--- src/rtl/ifu_pkg.sv ---
// Shared types and constants for the instruction fetch unit.
package ifu_pkg;

  typedef struct packed {
    logic [31:0] pc;
    logic [31:0] instr;
  } fetch_entry_t;

  typedef enum logic [1:0] {
    IDLE    = 2'd0,
    FETCH   = 2'd1,
    DISCARD = 2'd2
  } ifu_state_t;

  localparam logic [31:0] PC_STEP        = 32'd4;
  localparam logic [31:0] PC_READ_OFFSET = 32'd8;
  localparam logic [31:0] PC_ALIGN_MASK  = 32'hFFFF_FFFC;

endpackage

--- src/rtl/ifu_queue.sv ---
// Instruction queue: synchronous FIFO of fetch entries with flush and a registered head,
// so the head output is steady while the queue is stalled and holds its last value when empty.
module ifu_queue
  import ifu_pkg::*;
#(
  parameter int QDEPTH = 2
) (
  input  logic                         clk,
  input  logic                         reset,
  input  logic                         flush,
  input  logic                         enq,
  input  fetch_entry_t                 enq_data,
  input  logic                         deq,
  output fetch_entry_t                 head,
  output logic [$clog2(QDEPTH+1)-1:0]  count
);

  localparam int AW = (QDEPTH > 1) ? $clog2(QDEPTH) : 1;
  localparam int CW = $clog2(QDEPTH + 1);

  fetch_entry_t  mem [QDEPTH];
  logic [AW-1:0] rd_ptr;
  logic [AW-1:0] wr_ptr;
  logic [AW-1:0] rd_nxt;
  logic [CW-1:0] cnt_nxt;
  logic          bypass;

  function automatic logic [AW-1:0] ptr_inc(input logic [AW-1:0] p);
    return (p == AW'(QDEPTH - 1)) ? '0 : p + AW'(1);
  endfunction

  always_comb begin
    rd_nxt  = deq ? ptr_inc(rd_ptr) : rd_ptr;
    cnt_nxt = count;
    if (enq && !deq)
      cnt_nxt = count + CW'(1);
    else if (deq && !enq)
      cnt_nxt = count - CW'(1);
    // The incoming word becomes the head when nothing older remains after this dequeue.
    bypass = enq && (count == CW'(deq));
  end

  always_ff @(posedge clk) begin
    if (enq && !flush)
      mem[wr_ptr] <= enq_data;
  end

  always_ff @(posedge clk) begin
    if (!reset) begin
      rd_ptr <= '0;
      wr_ptr <= '0;
      count  <= '0;
      head   <= '0;
    end else if (flush) begin
      rd_ptr <= '0;
      wr_ptr <= '0;
      count  <= '0;
    end else begin
      if (enq)
        wr_ptr <= ptr_inc(wr_ptr);
      rd_ptr <= rd_nxt;
      count  <= cnt_nxt;
      if (cnt_nxt != '0)
        head <= bypass ? enq_data : mem[rd_nxt];
    end
  end

endmodule

--- src/rtl/instr_fetch_unit.sv ---
// Fetch stage: PC register, fetch FSM, single-outstanding memory issue and instruction queue.
// Optional IFU_PERF_EN adds fetch_cnt/flush_cnt performance counters.
//
//   state   | meaning
//   IDLE    | first cycle after reset release, no request
//   FETCH   | normal issue / enqueue
//   DISCARD | redirected with a request in flight; its data is dropped on ack
module instr_fetch_unit
  import ifu_pkg::*;
#(
  parameter logic [31:0] RESET_PC = 32'h0000_0000,
  parameter int          QDEPTH   = 2
) (
  input  logic        clk,
  input  logic        reset,
  output logic        imem_req,
  output logic [31:0] imem_addr,
  input  logic        imem_ack,
  input  logic [31:0] imem_rdata,
  input  logic        pc_src,
  input  logic [31:0] branch_target,
  output logic [31:0] instr,
  output logic [31:0] instr_pc,
  output logic [31:0] pc_plus8,
  output logic        instr_valid,
  input  logic        instr_ready
`ifdef IFU_PERF_EN
  ,
  output logic [31:0] fetch_cnt,
  output logic [31:0] flush_cnt
`endif
);

  localparam int CW = $clog2(QDEPTH + 1);

  ifu_state_t    state;
  logic [31:0]   fetch_pc;
  logic [31:0]   req_addr;
  logic          pending;
  logic [CW-1:0] count;
  logic          deq_raw;
  logic          room;
  logic          enq;
  logic          deq;
  fetch_entry_t  head;
  fetch_entry_t  enq_data;

  assign deq_raw  = instr_valid && instr_ready;
  assign room     = (count < CW'(QDEPTH)) || deq_raw;
  // Once issued, a request is held until acked, regardless of state or redirect.
  assign imem_req  = pending || ((state == FETCH) && room);
  assign imem_addr = pending ? req_addr : fetch_pc;

  assign enq      = imem_req && imem_ack && (state == FETCH) && !pc_src;
  assign deq      = deq_raw && !pc_src;
  assign enq_data = '{pc: fetch_pc, instr: imem_rdata};

  always_ff @(posedge clk) begin
    if (!reset) begin
      state    <= IDLE;
      fetch_pc <= RESET_PC;
      req_addr <= RESET_PC;
      pending  <= 1'b0;
    end else begin
      pending  <= imem_req && !imem_ack;
      req_addr <= imem_addr;
      if (pc_src) begin
        fetch_pc <= branch_target & PC_ALIGN_MASK;
        state    <= (imem_req && !imem_ack) ? DISCARD : FETCH;
      end else begin
        case (state)
          IDLE:    state <= FETCH;
          FETCH:   if (enq) fetch_pc <= fetch_pc + PC_STEP;
          DISCARD: if (imem_ack) state <= FETCH;
          default: state <= IDLE;
        endcase
      end
    end
  end

  ifu_queue #(.QDEPTH(QDEPTH)) u_queue (
    .clk      (clk),
    .reset    (reset),
    .flush    (pc_src),
    .enq      (enq),
    .enq_data (enq_data),
    .deq      (deq),
    .head     (head),
    .count    (count)
  );

  assign instr_valid = (count != '0);
  assign instr       = head.instr;
  assign instr_pc    = head.pc;
  assign pc_plus8    = head.pc + PC_READ_OFFSET;

`ifdef IFU_PERF_EN
  always_ff @(posedge clk) begin
    if (!reset) begin
      fetch_cnt <= '0;
      flush_cnt <= '0;
    end else begin
      if (enq)
        fetch_cnt <= fetch_cnt + 32'd1;
      if (pc_src)
        flush_cnt <= flush_cnt + 32'd1;
    end
  end
`endif

endmodule

--- config.mk ---
export PLATFORM = sky130hd
export DESIGN_NAME = instr_fetch_unit
export DESIGN_NICKNAME = d
export VERILOG_FILES = /design/src/rtl/ifu_pkg.sv /design/src/rtl/ifu_queue.sv /design/src/rtl/instr_fetch_unit.sv
export SDC_FILE = /design/constraint.sdc
export NUM_CORES = 1
export LEC_CHECK = 0
export BUFFER_PORTS_ARGS = -buffer_cell sky130_fd_sc_hd__clkbuf_2
export CAP_MARGIN = 30
export CORE_UTILIZATION = 50
export CTS_CLUSTER_SIZE = 16
export DETAILED_ROUTE_END_ITERATION = 16
export GPL_ROUTABILITY_DRIVEN = 0
export PLACE_DENSITY = 0.86
export SYNTH_ARGS = -nofsm -noshare
export SYNTH_HDL_FRONTEND = slang
export SYNTH_SLANG_ARGS = --single-unit
--- constraint.sdc ---
create_clock -name clk -period 6.35 [get_ports clk]
set_clock_uncertainty 0.15 [all_clocks]
set_input_delay 0.3175 -clock clk [delete_from_list [all_inputs] [get_ports clk]]
set_output_delay 0.3175 -clock clk [all_outputs]
set_load 0.05 [all_outputs]
* Word level (Yosys, flattened, before mapping)
Memory sizes are Yosys's and may differ from the RTL's.
Index checks and enable logic that the tools add are counted.
** Cells by class
- Multiplexer cells :: 16
- $mul :: 0
- $lt $le $gt $ge :: 1
- Reductions and logical operators :: 27
- Add/sub/neg operators :: 6
- Bitwise gates (word level) :: 2
- Equal/unequal tests :: 5
- Divide/modulo/power cells :: 0
- Shift-type cells :: 0
** Operators with widths (count)
- $mux 32 :: 4
- $mux 64 :: 1
- $add 32x3->32 const B :: 1
- $add 32x4->32 const B :: 1
- $logic_and 1x1->1 :: 11
- $mux 2 :: 5
- $reduce_and 2->1 :: 4
- $reduce_bool 2->1 :: 4
- $pmux 2 s3 :: 1
- $mux 1 :: 5
- $logic_not 1->1 :: 4
- $ne 3x3->1 const B :: 1
- $add 1x1->1 const B :: 2
- $add 2x1->2 const B :: 1
- $eq 2x1->1 :: 1
- $eq 2x1->1 const B :: 1
- $eq 2x2->1 const B :: 1
- $logic_not 2->1 :: 1
- $logic_or 1x1->1 :: 2
- $lt 2x2->1 const B :: 1
- $ne 2x2->1 const B :: 1
- $not 1->1 :: 2
- $reduce_or 2->1 :: 1
- $sub 2x1->2 const B :: 1
** Storage, ports and cells
- Output and inout port bits :: 130
- Logic and storage cells :: 68
- Memories kept :: 1
- Bits in latches :: 0
- Memory bits (read-only) :: 0
- Register bits :: 135
- Bits of input ports :: 69
- Bits in writable memories :: 128
** Memory list
- u_queue.mem :: words 2, bits a word 64, read ports 1, clocked after memory_dff 0, wr ports 1, line ifu_queue.sv:21 : fetch_entry_t mem [QDEPTH];

* Logic depth before layout (Yosys ltp)
- Depth after elaboration :: 14
- Mapped depth :: 10
- Depth with buffers taken out :: 7

* Hierarchy
A second synthesis with hierarchy kept.
** Unflattened totals
- Cell total of the unflattened synthesis :: 965
- Area total of the unflattened synthesis :: 11312.1 um2
** Modules (own cells, without submodules)
- ifu_queue :: area an instance 7489.7 um2, sequential area each 5205.0 um2, cells each 510, instances 1
- instr_fetch_unit :: area an instance 3822.4 um2, sequential area each 1301.2 um2, cells each 455, instances 1

* Worst setup path after synthesis
OpenSTA, ideal clock, no wires.
- Kind :: register to register
- From :: register u_queue.count[1]
- To :: memory u_queue.mem[1][0] (netlist bit), enable pin
- Cell stages (with the launch flop) :: 7
- Buffers on the path :: 1
- Path slack :: -251 ps
- Data required time :: 5629 ps
- Arrival time :: 5880 ps
- Period minus slack after synthesis :: 6601 ps
- Library setup time :: 571 ps
- Cells stage by stage :: dfxtp_1 -> inv_1 -> ha_1 -> nor2b_1 -> clkbuf_1 -> o31ai_1 -> nor3b_1
** On the way
- Cells in the longest elaborated chain, start to end :: 11
- Elaborated cells between the ends (all ways) :: 12
- Those cells by class :: order compare (1); mux (2); reduce/logical (9)
** RTL lines
- start: declaration :: line ifu_queue.sv:15 : output logic [$clog2(QDEPTH+1)-1:0] count
- start signal: assignment :: line ifu_queue.sv:62 : count <= cnt_nxt;
- parallel branches: the longest is 2 deep, another holds $lt 2x2->1
- $logic_or 1x1->1 (*) :: line instr_fetch_unit.sv:49 : assign room = (count < CW'(QDEPTH)) || deq_raw;
- $logic_and 1x1->1 (*) :: line instr_fetch_unit.sv:51 : assign imem_req = pending || ((state == FETCH) && room);
- $logic_or 1x1->1 (*) :: line instr_fetch_unit.sv:51
- $logic_and 1x1->1 (*) (3 in series) :: line instr_fetch_unit.sv:54 : assign enq = imem_req && imem_ack && (state == FETCH) && !pc_src;
- $logic_and 1x1->1 (*) :: line ifu_queue.sv:44 : if (enq && !flush)
- $mux 1 (*) :: line ifu_queue.sv:44
- $mux 1 (not written as such) (*) :: line ifu_queue.sv:45 : mem[wr_ptr] <= enq_data;
- end: declaration :: line ifu_queue.sv:21
Every way passes the cells marked *.

* Worst setup path after layout
- From :: register u_queue.head[36] (netlist name)
- To :: output pc_plus8[31]
** On the way
- Cells in the longest elaborated chain, start to end :: 1
** RTL lines
- $add 32x4->32 :: line instr_fetch_unit.sv:95 : assign pc_plus8 = head.pc + PC_READ_OFFSET;
- end: declaration :: line instr_fetch_unit.sv:24 : output logic [31:0] pc_plus8,
No other way between the ends.

==> flow_summary_export.csv <==
group,metric,value,unit
outcome,status,"complete, no violations",
cells_and_area,most_common_cell_after_layout_fill_and_taps_aside,"clkbuf_2",
detailed_routing,detail_route.wirelength,26.69,mm
cts,clock_sink_count,255,
cts,worstSkewPairLatency,0.53,ns
detailed_routing,detail_route.iter0.violations,506,
sta,hold_viol,0,
worst_setup_path,worstPathMaxFanout,6,
logic_synthesis,synth_mux_area_frac,0.03065,
cts,clock_path_buffers,3,
hold_path,hold_path_depth,3,
global_routing,grt_usage,0.2322,
worst_setup_path,cp-start-kind,"flop",
power_and_ir_drop,power_per_cell_area,297.0,nW/um^2
cts,cts_tree,"built",
logic_synthesis,synthArstFlopShare,0,
worst_setup_path,worst-endpoint-arrival,3.09,ns
worst_setup_path,critPathKind,"flop to output pin",
sta,timing.final.setup_violations,0,
sta,clock.fmax,280.8,MHz
place,dpl.hpwl,16.51,mm
logic_synthesis,yosys.area_share.xor_xnor,0.04403,
global_routing,largest_net_degree_at_the_start_of_global_routing,106,
power_and_ir_drop,power.switching_fraction,0.2695,
die,num_io_pins,199,
detailed_routing,post-route-drc-count,0,
place,io_buffers,192,
detailed_routing,via_count,8602,
global_routing,grt_pass1_wl,41.14,mm
cells_and_area,seqCellArea,6346,um^2
detailed_routing,routed_wire_per_std_cell,17.72,um
cts,post-cts-setup-buffers,0,
hold_path,hold-path-endpoint,"fetch_pc[26]",
place,preCtsSetupSlack,2.980,ns
die,die_w,149.9,um
logic_synthesis,synth-edff-count,124,
cells_and_area,fraction_of_layout_instances_using_a_drive_strength_above_1,0.2388,
cells_and_area,area_of_the_multi_input_gates,4258,um^2
power_and_ir_drop,worst_ir_drop_vdd,0.2332,mV
cells_and_area,finish.cell_count_without_fillers,1506,
place,post-place-cells,1396,
power_and_ir_drop,p_leak,5.122,nW
worst_setup_path,cp.required,5.88,ns
sta,hold_ws,0.02793,ns
worst_setup_path,worst_r2r_startpoint,"u_queue.count[1]",
sta,setup_repair_after_global_routing_missed_its_margin,"false",
power_and_ir_drop,power.share.combinational,0.134,
detailed_routing,ant_nets,0,
power_and_ir_drop,p_int,2.959,mW
sta,final.min_clock_period,3.561,ns
logic_synthesis,postSynthCellCount,995,
logic_synthesis,yosysUniqueCellTypes,53,
power_and_ir_drop,sequential_power_share,0.459,
global_routing,global_route.overflow_total,0,
logic_synthesis,synth_top_family_by_area,"compound AO/OA/AOI/OAI gates",
global_routing,grt_pass1_vias,8147,
hold_path,worstHoldStart,"branch_target[26]",
cts,cts-resized-gates,0,
sta,max_slew_margin,0.3504,
sta,fin_crit_sh,0.5608,
sta,final_critical_path_setup_slack,2.789,ns
cells_and_area,design.final.nets,1283,
cells_and_area,syn2layout_area_growth,24.64,%
sta,final_max_slew_viol_count,0,
logic_synthesis,synth_simple_gate_area_share,0.1505,
cts,clkSlewWorstSetupHoldPaths,0.06,ns
die,core_area,21220,um^2
logic_synthesis,synth_compound_area_frac,0.1549,
cts,tritoncts.num_buffers,27,
job,cap_violations,0,
die,chipHeight,149.9,um
sta,worstMarginPinSlew,0.9744,ns
cells_and_area,layout.cells.most_common_list,"clkbuf_2 (191), dfxtp_1 (131), edfxtp_1 (124)",
worst_setup_path,r2r-end,"u_queue.head[23]",
power_and_ir_drop,power_spent_charging_and_discharging_nets,1.092,mW
global_routing,number_of_antenna_violations_at_the_first_check_in_global_routing,0,
logic_synthesis,post_synth_instance_area,10940,um^2
detailed_routing,drtPass1Iterations,6,
hold_path,min_delay_path_class,"primary input to flop",
die,design.die.area,22480,um^2
logic_synthesis,ys.warnings.count,0,
logic_synthesis,synth_seq_area_share,0.5800,
logic_synthesis,synth_fa_ha_area_frac,0.003431,
logic_synthesis,synth_flop_cell,"dfxtp_1",
cells_and_area,insertedDiodeCount,0,
cts,ctsHoldBuffers,61,
worst_setup_path,r2r_cells,8,
die,row_count,53,
cts,cts_root_buffer,"clkbuf_16",
logic_synthesis,synth-seq-cells,255,
die,floorplan.initialDensity,0.5156,
sta,timing.setup.tns,0,ns
cts,cts_htree_levels,1,
power_and_ir_drop,clock_power_share,0.407,
detailed_routing,vias_per_cell,5.712,
logic_synthesis,post_synth.cell_area_avg,11.00,um^2
worst_setup_path,timing.reg2reg.setup_slack,2.92,ns
worst_setup_path,crit_path_end_kind,"output pin",
cells_and_area,fill_cells,1650,
## power by group through the flow
| stage | clock network [mW] | logic (mW) | registers [mW] |
|---|---|---|---|
| after floorplan | 0 | 0.298 | 1.97 |
| after global placement | 0 | 0.499 | 1.89 |
| after detailed placement | 0 | 0.510 | 1.89 |
| after CTS | 1.68 | 0.541 | 1.86 |
| after global routing | 1.74 | 0.578 | 1.87 |
| final | 1.65 | 0.544 | 1.86 |
## sequential cells by signal, summed over array words and instances, names as in the netlist
| register | flops |
|---|---|
| fetch_pc | 30 |
| u_queue.head | 62 |
| req_addr | 32 |
| pending | 1 |
| state | 2 |
| u_queue.wr_ptr | 1 |
| u_queue.count | 2 |
| u_queue.mem | 124 |
| u_queue.rd_ptr | 1 |
## cell type report
cell class / count / area share
multi-input cells: 647 / 0.3122
well taps: 275 / 0.02523
clock inverters: 20 / 0.01798
repair buffers: 267 / 0.1241
clock buffers: 29 / 0.05156
inverters: 13 / 0.003578
flip-flops and latches: 255 / 0.4653
## worst max-delay path by stage
stage	from	to	slack (ns)
detailed placement	u_queue.count[1]	u_queue.head[16]	2.98
finish	u_queue.head[36]	pc_plus8[31]	2.79
global route	u_queue.count[1]	u_queue.head[30]	2.58
CTS	u_queue.head[35]	pc_plus8[31]	2.80
global placement	u_queue.head[35]	pc_plus8[31]	2.99
floorplan	u_queue.count[1]	u_queue.mem[0][0]	0.07
## worst max-delay path, stage by stage, from the launching register on
cell and delay, ns:
dfxtp_1 0.38, ha_1 0.21, and2_0 0.50, nand4_1 0.37, nor4_1 0.38, buf_2 0.23
xor2_1 0.17, clkbuf_2 0.30
## routing by layer
metal | part of all wire | routed length, um | track usage
met2 | 0.49 | 13190 | 0.4106
met3 | 0.063 | 1670 | 0.03628
met1 | 0.43 | 11390 | 0.2942
met5 | 0 | 0 | 0
met4 | 0.016 | 433 | 0.06111
## through the flow
step	utilization	cell area, um^2	total power [mW]
5_1_grt	0.6427	13640	4.190
6_report	0.6427	13640	4.051
3_3_place_gp	0.5675	12040	2.388
2_1_floorplan	-	10960	2.264
4_1_cts	0.6427	13640	4.076
3_5_place_dp	0.5692	12080	2.404
## Yosys cell counts (all sizes together), types with 2 or more instances
cell | n | area share
and2 | 39 | 0.022
nor3b | 3 | 0.0021
or4 | 2 | 0.0017
dfxtp | 131 | 0.24
nand4 | 18 | 0.012
nand2b | 2 | 0.0011
mux2 | 28 | 0.029
o31ai | 64 | 0.044
nand2 | 32 | 0.011
edfxtp | 124 | 0.34
nor2b | 64 | 0.037
nand3 | 80 | 0.037
a21oi | 22 | 0.010
o21ai | 96 | 0.044
a211oi | 63 | 0.043
o211a | 3 | 0.0027
mux2i | 2 | 0.0018
nor3 | 10 | 0.0046
or3 | 5 | 0.0032
and4 | 5 | 0.0040
clkbuf | 69 | 0.024
inv | 12 | 0.0041
buf | 14 | 0.0080
nor4 | 7 | 0.0040
xor2 | 30 | 0.024
and3 | 6 | 0.0034
xnor2 | 25 | 0.020
nor2 | 15 | 0.0051
a31oi | 5 | 0.0029
ha | 3 | 0.0034
## kinds of logic after synthesis
logic type / Yosys count
mux: 30
other cells: 1
fa+ha+maj: 3
xor+xnor: 55
buf+inv: 96
compound gates: 263
flops: 255
simple gates: 292
No activity file was read; power rests on OpenSTA's default activity.
